==> src/rtl/keypad_scanner.sv <==
// ============================================================================
//  Module      : keypad_scanner
//  Description : Row-scanning, debouncing decoder for a 4x3 membrane keypad.
//                Produces a held-level one-hot digit vector, active-low
//                start/clear levels, a key code and a one-cycle press strobe.
//  Revision    : 1.0  initial release
// ============================================================================
`default_nettype none

module keypad_scanner #(
   parameter int SCAN_DIV        = 16,
   parameter int DEBOUNCE_CYCLES = 1000
) (
   input  logic       clock,
   input  logic       reset_,
   input  logic [2:0] col_,
   output logic [3:0] row_drive_,
   output logic [9:0] keypad,
   output logic       start_,
   output logic       clear_,
   output logic [3:0] key_code,
   output logic       key_strobe
);

   localparam int DW = $clog2(SCAN_DIV);
   localparam int CW = $clog2(DEBOUNCE_CYCLES + 1);
   localparam logic [DW-1:0] DWELL_LAST = DW'(SCAN_DIV - 1);
   // The DEBOUNCE_CYCLES-th stable sample is the one that lands on CNT_LAST.
   localparam logic [CW-1:0] CNT_LAST   = CW'(DEBOUNCE_CYCLES - 1);
   localparam logic [CW-1:0] CNT_MAX    = CW'(DEBOUNCE_CYCLES);

   typedef enum logic [1:0] {
      S_SCAN     = 2'd0,
      S_DEBOUNCE = 2'd1,
      S_HELD     = 2'd2,
      S_RELEASE  = 2'd3
   } state_e;

   state_e          state_q, state_d;
   logic [2:0]      sync1_q, cs_q;
   logic [1:0]      row_q, row_d;
   logic [3:0]      row_drive_q, row_drive_d;
   logic [DW-1:0]   dwell_q, dwell_d;
   logic [CW-1:0]   cnt_q, cnt_d;
   logic [2:0]      pat_q, pat_d;
   logic [9:0]      keypad_q, keypad_d;
   logic            start_q, start_d;
   logic            clear_q, clear_d;
   logic [3:0]      code_q, code_d;
   logic            strobe_q, strobe_d;

   logic [1:0]      col_idx;
   logic [3:0]      key_dec;
   logic            one_low;

   // Two-flop synchronizer for the asynchronous column sense lines.
   always_ff @(posedge clock or negedge reset_) begin
      if (!reset_) begin
         sync1_q <= 3'b111;
         cs_q    <= 3'b111;
      end else begin
         sync1_q <= col_;
         cs_q    <= sync1_q;
      end
   end

   // Decode the captured row/column pattern into a key code.
   always_comb begin
      col_idx = 2'd0;
      if (!pat_q[1]) begin
         col_idx = 2'd1;
      end else if (!pat_q[2]) begin
         col_idx = 2'd2;
      end
      one_low = (cs_q == 3'b110) || (cs_q == 3'b101) || (cs_q == 3'b011);
      if (row_q == 2'd3) begin
         case (col_idx)
            2'd0:    key_dec = 4'd10;
            2'd1:    key_dec = 4'd0;
            default: key_dec = 4'd11;
         endcase
      end else begin
         key_dec = ({2'b00, row_q} * 4'd3) + {2'b00, col_idx} + 4'd1;
      end
   end

   // Scan / debounce / hold / release sequencing and output next values.
   always_comb begin
      state_d  = state_q;
      row_d    = row_q;
      dwell_d  = dwell_q;
      cnt_d    = cnt_q;
      pat_d    = pat_q;
      keypad_d = keypad_q;
      start_d  = start_q;
      clear_d  = clear_q;
      code_d   = code_q;
      strobe_d = 1'b0;
      case (state_q)
         S_SCAN: begin
            if (dwell_q == DWELL_LAST) begin
               dwell_d = '0;
               if (one_low) begin
                  pat_d   = cs_q;
                  cnt_d   = '0;
                  state_d = S_DEBOUNCE;
               end else begin
                  row_d = row_q + 1'b1;
               end
            end else begin
               dwell_d = dwell_q + 1'b1;
            end
         end
         S_DEBOUNCE: begin
            if (cs_q != pat_q) begin
               cnt_d   = '0;
               dwell_d = '0;
               state_d = S_SCAN;
            end else if (cnt_q == CNT_LAST) begin
               state_d  = S_HELD;
               strobe_d = 1'b1;
               code_d   = key_dec;
               keypad_d = '0;
               start_d  = 1'b1;
               clear_d  = 1'b1;
               if (key_dec < 4'd10) begin
                  keypad_d = 10'd1 << key_dec;
               end else if (key_dec == 4'd10) begin
                  clear_d = 1'b0;
               end else begin
                  start_d = 1'b0;
               end
            end else if (cnt_q != CNT_MAX) begin
               cnt_d = cnt_q + 1'b1;
            end
         end
         S_HELD: begin
            if (cs_q == 3'b111) begin
               cnt_d   = '0;
               state_d = S_RELEASE;
            end
         end
         default: begin
            // Release: a return of the original pattern is just contact bounce.
            if (cs_q == pat_q) begin
               state_d = S_HELD;
            end else if (cs_q == 3'b111) begin
               if (cnt_q == CNT_LAST) begin
                  state_d  = S_SCAN;
                  cnt_d    = '0;
                  dwell_d  = '0;
                  row_d    = row_q + 1'b1;
                  keypad_d = '0;
                  start_d  = 1'b1;
                  clear_d  = 1'b1;
               end else if (cnt_q != CNT_MAX) begin
                  cnt_d = cnt_q + 1'b1;
               end
            end
         end
      endcase
      row_drive_d = ~(4'b0001 << row_d);
   end

   // State, counters and registered outputs.
   always_ff @(posedge clock or negedge reset_) begin
      if (!reset_) begin
         state_q     <= S_SCAN;
         row_q       <= 2'd0;
         row_drive_q <= 4'b1110;
         dwell_q     <= '0;
         cnt_q       <= '0;
         pat_q       <= 3'b111;
         keypad_q    <= '0;
         start_q     <= 1'b1;
         clear_q     <= 1'b1;
         code_q      <= 4'd0;
         strobe_q    <= 1'b0;
      end else begin
         state_q     <= state_d;
         row_q       <= row_d;
         row_drive_q <= row_drive_d;
         dwell_q     <= dwell_d;
         cnt_q       <= cnt_d;
         pat_q       <= pat_d;
         keypad_q    <= keypad_d;
         start_q     <= start_d;
         clear_q     <= clear_d;
         code_q      <= code_d;
         strobe_q    <= strobe_d;
      end
   end

   assign row_drive_ = row_drive_q;
   assign keypad     = keypad_q;
   assign start_     = start_q;
   assign clear_     = clear_q;
   assign key_code   = code_q;
   assign key_strobe = strobe_q;

endmodule

`default_nettype wire
==> config.mk <==
export PLATFORM = sky130hd
export DESIGN_NAME = keypad_scanner
export DESIGN_NICKNAME = d
export VERILOG_FILES = /design/src/rtl/keypad_scanner.sv
export SDC_FILE = /design/constraint.sdc
export NUM_CORES = 1
export LEC_CHECK = 0
export ABC_AREA = 1
export CAP_MARGIN = 0
export CORE_ASPECT_RATIO = 0.75
export CORE_MARGIN = 1
export CORE_UTILIZATION = 45
export DETAILED_ROUTE_END_ITERATION = 10
export SYNTH_ARGS = -nofsm -noshare
export SYNTH_HDL_FRONTEND = slang
export SYNTH_SLANG_ARGS = --single-unit
==> constraint.sdc <==
create_clock -name clock -period 3.36 [get_ports clock]
set_clock_uncertainty 0.05 [all_clocks]
set_input_delay 0.504 -clock clock [delete_from_list [all_inputs] [get_ports clock]]
set_output_delay 0.504 -clock clock [all_outputs]
set_load 0.005 [all_outputs]
; Yosys cells after proc, flatten, opt, wreduce, memory -nomap -nowiden
; Index checks and enable logic that the tools add are counted.
; Widths: inputs -> output; s select.
[totals]
input_bits = 5
elab_cells = 127
reg_bits = 48
out_inout_bits = 21
[classes]
bitwise = 4
n_lt_le_gt_ge = 1
add_sub_neg = 5
n_shift = 2
reduce_logical = 18
n_mux = 58
n_mul = 1
n_eq_ne = 25
[op_table]
columns = cell, count
row1 = $mux 10, 15
row2 = $mux 2, 15
row3 = $pmux 10 s3, 1
row4 = $mux 4, 6
row5 = $pmux 10 s2, 1
row6 = $reduce_and 6->1, 3
row7 = $mux 1, 14
row8 = $ne 2x2->1 const B, 6
row9 = $pmux 4 s3, 1
row10 = $add 10x1->10 const B, 1
row11 = $eq 10x10->1 const B, 1
row12 = $ne 10x10->1 const B, 1
row13 = $shl 1x4->10 const A, 1
row14 = $eq 3x3->1 const B, 3
row15 = $add 4x1->4 const B, 2
row16 = $eq 4x4->1 const B, 2
row17 = $pmux 4 s2, 1
row18 = $ne 3x3->1 const B, 2
row19 = $pmux 2 s3, 1
row20 = $reduce_and 3->1, 2
row21 = $reduce_bool 3->1, 2
row22 = $reduce_and 5->1, 1
row23 = $reduce_bool 5->1, 1
row24 = $add 4x2->4, 1
row25 = other kinds (21), 30

; Logic depth before layout (Yosys ltp)
; Gate-level depths: netlist of the first run.
[logic_depth]
word_depth = 11
mapped_depth = 12

; Least setup slack after synthesis of the first run
; Ideal clock, no wire load.
[synth_timing]
kind = reg-to-reg
start = register pat_q[1]
end = register keypad_q[6] (netlist: keypad[6])
path_slack_ns = 0.695
t_arrival_ns = 2.553
setup_time_ns = 0.063
synth_period_minus_slack_ns = 2.665
path_stages_with_launch = 13
cell_sequence = dfstp_2 > inv_1 > nor2_1 > fa_1 > inv_1 > fa_1 > o21ai_0 > inv_1 > nor2_1 > nand2_1 > nor2_1 > o21ai_1 > inv_1
[synth_between]
elab_chain_len = 9
[synth_lines]
columns = item, line_no
row1 = start: declaration, 45  ; logic [2:0] pat_q, pat_d;
row2 = start signal: assignment, 185  ; pat_q <= pat_d;
row3 = $mux 2, 70  ; if (!pat_q[1]) begin
row4 = $add 4x2->4 (tied with other cells), 83  ; key_dec = ({2'b00, row_q} * 4'd3) + {2'b00, col_idx} + 4'd1;
row5 = $add 4x1->4 / $pmux 4 s2 (equally long branches), "83, 77"
row6 = $mux 4, 76  ; if (row_q == 2'd3) begin
row7 = $lt 4x4->1 / $shl 1x4->10 (equally long branches), "126, 127"
row8 = $mux 10, 126  ; if (key_dec < 4'd10) begin
row9 = $mux 10, 119  ; end else if (cnt_q == CNT_LAST) begin
row10 = $mux 10, 115  ; if (cs_q != pat_q) begin
row11 = $pmux 10 s2, 99  ; case (state_q)
row12 = end signal: assignment, 186  ; keypad_q <= keypad_d;
row13 = end: declaration, 46  ; logic [9:0] keypad_q, keypad_d;
; Parallel ways exist; a longest one is shown, timed or not. The select of a mux whose other input is x is not followed.
; A chain may end at the register's enable or synchronous reset.

; Final worst setup path of the first run
; Same ends and word-level chain as after synthesis.

==> reports/qor.csv, run 1 <==
stage,metric,value,unit
die,I/O pins,26,
detailed_routing,met2 WL,2620,µm
cells_and_area,n_diodes,0,
critical_path,reg-to-reg startpoint,pat_q[1],
sta,final critical-path required period,2.92,ns
clocking,CTS Buffer Depth,2,
logic_synthesis,cell area after synthesis,0.00298,mm²
min_path,Hold Path Sink,cs_q[2],
placed_design,hpwl dp,4410,µm
logic_synthesis,post-synth top area share,28.6,%
flow_run,Max-Cap Viols,0,
detailed_routing,WL per Instance,12.1,µm
grt,largest net degree at the start of global routing,49,
pwr,Pleak,1.67,nW
pwr,Cell Pwr Density,557,mW/mm²
cells_and_area,Fill cells,617,
critical_path,Critical Path RT,3.55,ns
placed_design,Final Wtd Congestion,0.808,
critical_path,CP Class,flop to flop,
clocking,number of buffers created by CTS,5,
grt,GR Overflow Total,0,
die,die area,0.00694,mm²
min_path,hold path start,sync1_q[2],
detailed_routing,met1 wire length,3220,µm
pwr,Worst VDD drop,0.403,mV
sta,setup_tns,0,ns
detailed_routing,Vias per Instance,4.94,
cells_and_area,area of the multi-input gates,0.00148,mm²
placed_design,Post-DP Area,0.00329,mm²
critical_path,reg2reg path depth,12,
sta,RSZ-0062 raised after global routing,false,
logic_synthesis,syn_nets,415,
cells_and_area,layout cells sized above 1,10.1,%
logic_synthesis,#FFs+latches synth,48,
detailed_routing,highest routed layer,met4,
detailed_routing,Pre-Repair DR Iteration Count,5,
cells_and_area,design area,0.00339,mm²
critical_path,CP startpoint kind,flop,
placed_design,I/O Buffers,25,
critical_path,CP endpoint kind,flop,
die,die extent in y,72.4,µm
cells_and_area,Final Instance Count excl. Fillers,505,
clocking,"Reg clk slew, reported paths",0.09,ns
logic_synthesis,main area contributors after synthesis,"dfrtp_1, nand2_1, dfstp_2, nand3_1, inv_1",
min_path,Hold Crit Depth,0,
detailed_routing,Residual DRC,0,
logic_synthesis,Synth area leader,dfrtp_1,
logic_synthesis,register area share after synthesis,41.0,%
sta,Max-slew headroom,30.5,%
logic_synthesis,commonest cells in the netlist,"nand2_1, inv_1, nand3_1",
cells_and_area,P&R area growth vs syn,14.0,%
sta,Setup Viol. Count Final,0,
grt,vias in the first global route,2214,
grt,initial antenna violation count,0,
logic_synthesis,synth warn,0,
logic_synthesis,top-count cell post-synth,nand2_1,
logic_synthesis,Mapped Cells,397,
clocking,CTS Sinks,48,
sta,Max Fclk,342,MHz
detailed_routing,Antenna Nets Post-Route,0,
clocking,post_cts resized,0,
detailed_routing,DR vias,2496,
logic_synthesis,Main synth FF type,dfrtp_1,
die,num rows,25,
clocking,CTS tree,built,
critical_path,FF-to-FF setup slack,0.44,ns
grt,global-route wire length before repair,10300,µm
sta,fin. max-slew vios,0,
die,Initial Util,46.9,%
placed_design,dpl cells,497,
clocking,Post-CTS Setup Bufs,0,
critical_path,crit path from,pat_q[1],
critical_path,arrival time at the worst endpoint,3.11,ns
critical_path,"critical path fanouts, max",6,
detailed_routing,number of DRC markers in iteration 0,200,
run_status,status,completed,
grt,GRT Total Usage,19.1,%
logic_synthesis,average size of a mapped cell,7.49,µm²
logic_synthesis,"Distinct cells, synth",34,
die,Placeable Area,0.00635,mm²
detailed_routing,WL met3,230,µm
sta,final period utilization,86.9,%
clocking,H-tree lvl count,2,
min_path,Hold Path Class,flop to flop,
sta,Worst Tran Pin Value,1.04,ns
die,die width,95.9,µm
critical_path,worst reg2reg endpoint,keypad[6],
cells_and_area,Nets,441,
sta,Final Hold Fails,0,
clocking,Hold Buf Count CTS,0,
cells_and_area,FF+latch area,0.00122,mm²
logic_synthesis,ys async rst share,100,%
clocking,clock latency on the worst-skew pair,0.30,ns
clocking,Root Buffer,clkbuf_8,
logic_synthesis,"EDFF count, synth",0,
detailed_routing,Routed Wire Length,6100,µm
[sequential cells by signal (all words and copies together), names as in the netlist, 2 cells and up, named ones only]
register    count
pat_q           3
sync1_q         3
key_code        4
cs_q            3
cnt_q          10
row_drive_      4
dwell_q         4
row_q           2
keypad         10
[placed cells by master (no fill, tap or decap), types with 2 or more instances in the layout]
cell type and instances:
o21ai_0 23, nor2_4 4, nand3_1 43, buf_4 3, xor2_1 4, ha_1 11
nor3_1 2, fa_1 2, inv_2 2, nand2_2 4, inv_1 56, o21ai_2 4
clkbuf_1 2, nor2_1 32, o21ai_1 10, a21oi_1 5, dfstp_2 14, clkdlybuf4s50_1 24
dfrtp_1 34, nand2_1 115, xnor2_1 3, nand4_1 10, clkbuf_8 5
[layout make-up]
type,instances,share of cell area [%]
clock buffer,7,2.25
clock inverter,1,0.885
inverter,58,6.42
multi-input combinational,282,43.6
sequential,48,35.9
tap,81,2.99
timing repair buffer,28,7.89
[through the flow]
| stage | total power [mW] | hold WS [ns] | utilization, % | setup slack (ns) |
|---|---|---|---|---|
| floorplan | 1.29 | 0.158 | - | 0.695 |
| global placement | 1.47 | 0.296 | 51.7 | 0.525 |
| detailed placement | 1.48 | 0.299 | 51.7 | 0.446 |
| CTS | 1.91 | 0.312 | 53.4 | 0.436 |
| global route | 2.05 | 0.315 | 53.4 | 0.229 |
| finish | 1.89 | 0.311 | 53.4 | 0.439 |
[cell families (layout without fill, tap and decap cells)]
family,count (synthesis),count (layout),share of synthesized area [%]
buffers and inverters,67,94,9.29
AO/OA/AOI/OAI,46,46,8.75
flip-flops,48,48,41.0
adder cells (fa/ha/maj),13,13,5.97
XOR/XNOR,7,7,2.06
AND/OR/NAND/NOR,216,216,33.0
[critical path: stages, from the launching register on]
cell	delay (ns)
dfstp_2	0.61
inv_1	0.08
nor2_1	0.15
fa_1	0.46
inv_1	0.09
fa_1	0.40
o21ai_0	0.34
inv_1	0.15
nor2_1	0.20
nand2_1	0.08
nor2_1	0.12
o21ai_1	0.08
inv_1	0.06
[per-layer routing]
layer  track usage [%]  vias up
met5                 0        -
met4              3.48        0
met3              3.14        4
met2              29.0       50
met1              28.8     1127
li1                  -     1315
[power breakdown]
part	switching, mW	internal, mW	leakage (nW)
Combinational	0.526	0.247	0.997
Clock	0.190	0.223	0.0524
Sequential	0.0601	0.642	0.616
[worst max path at each step]
stage / cells after the start / endpoint
2_1_floorplan: 12 / keypad[6]
3_3_place_gp: 12 / keypad[6]
3_5_place_dp: 12 / keypad[6]
4_1_cts: 12 / keypad[6]
5_1_grt: 12 / keypad[6]
6_report: 12 / keypad[6]
Power figures use the tool's default switching activity.
==> run 2: changes to the inputs <==
Settings changed: HOLD_SLACK_MARGIN from default to 0.12.
==> results of run 2 <==
The final DEF is identical to that of run 1; final timing and power are the same.
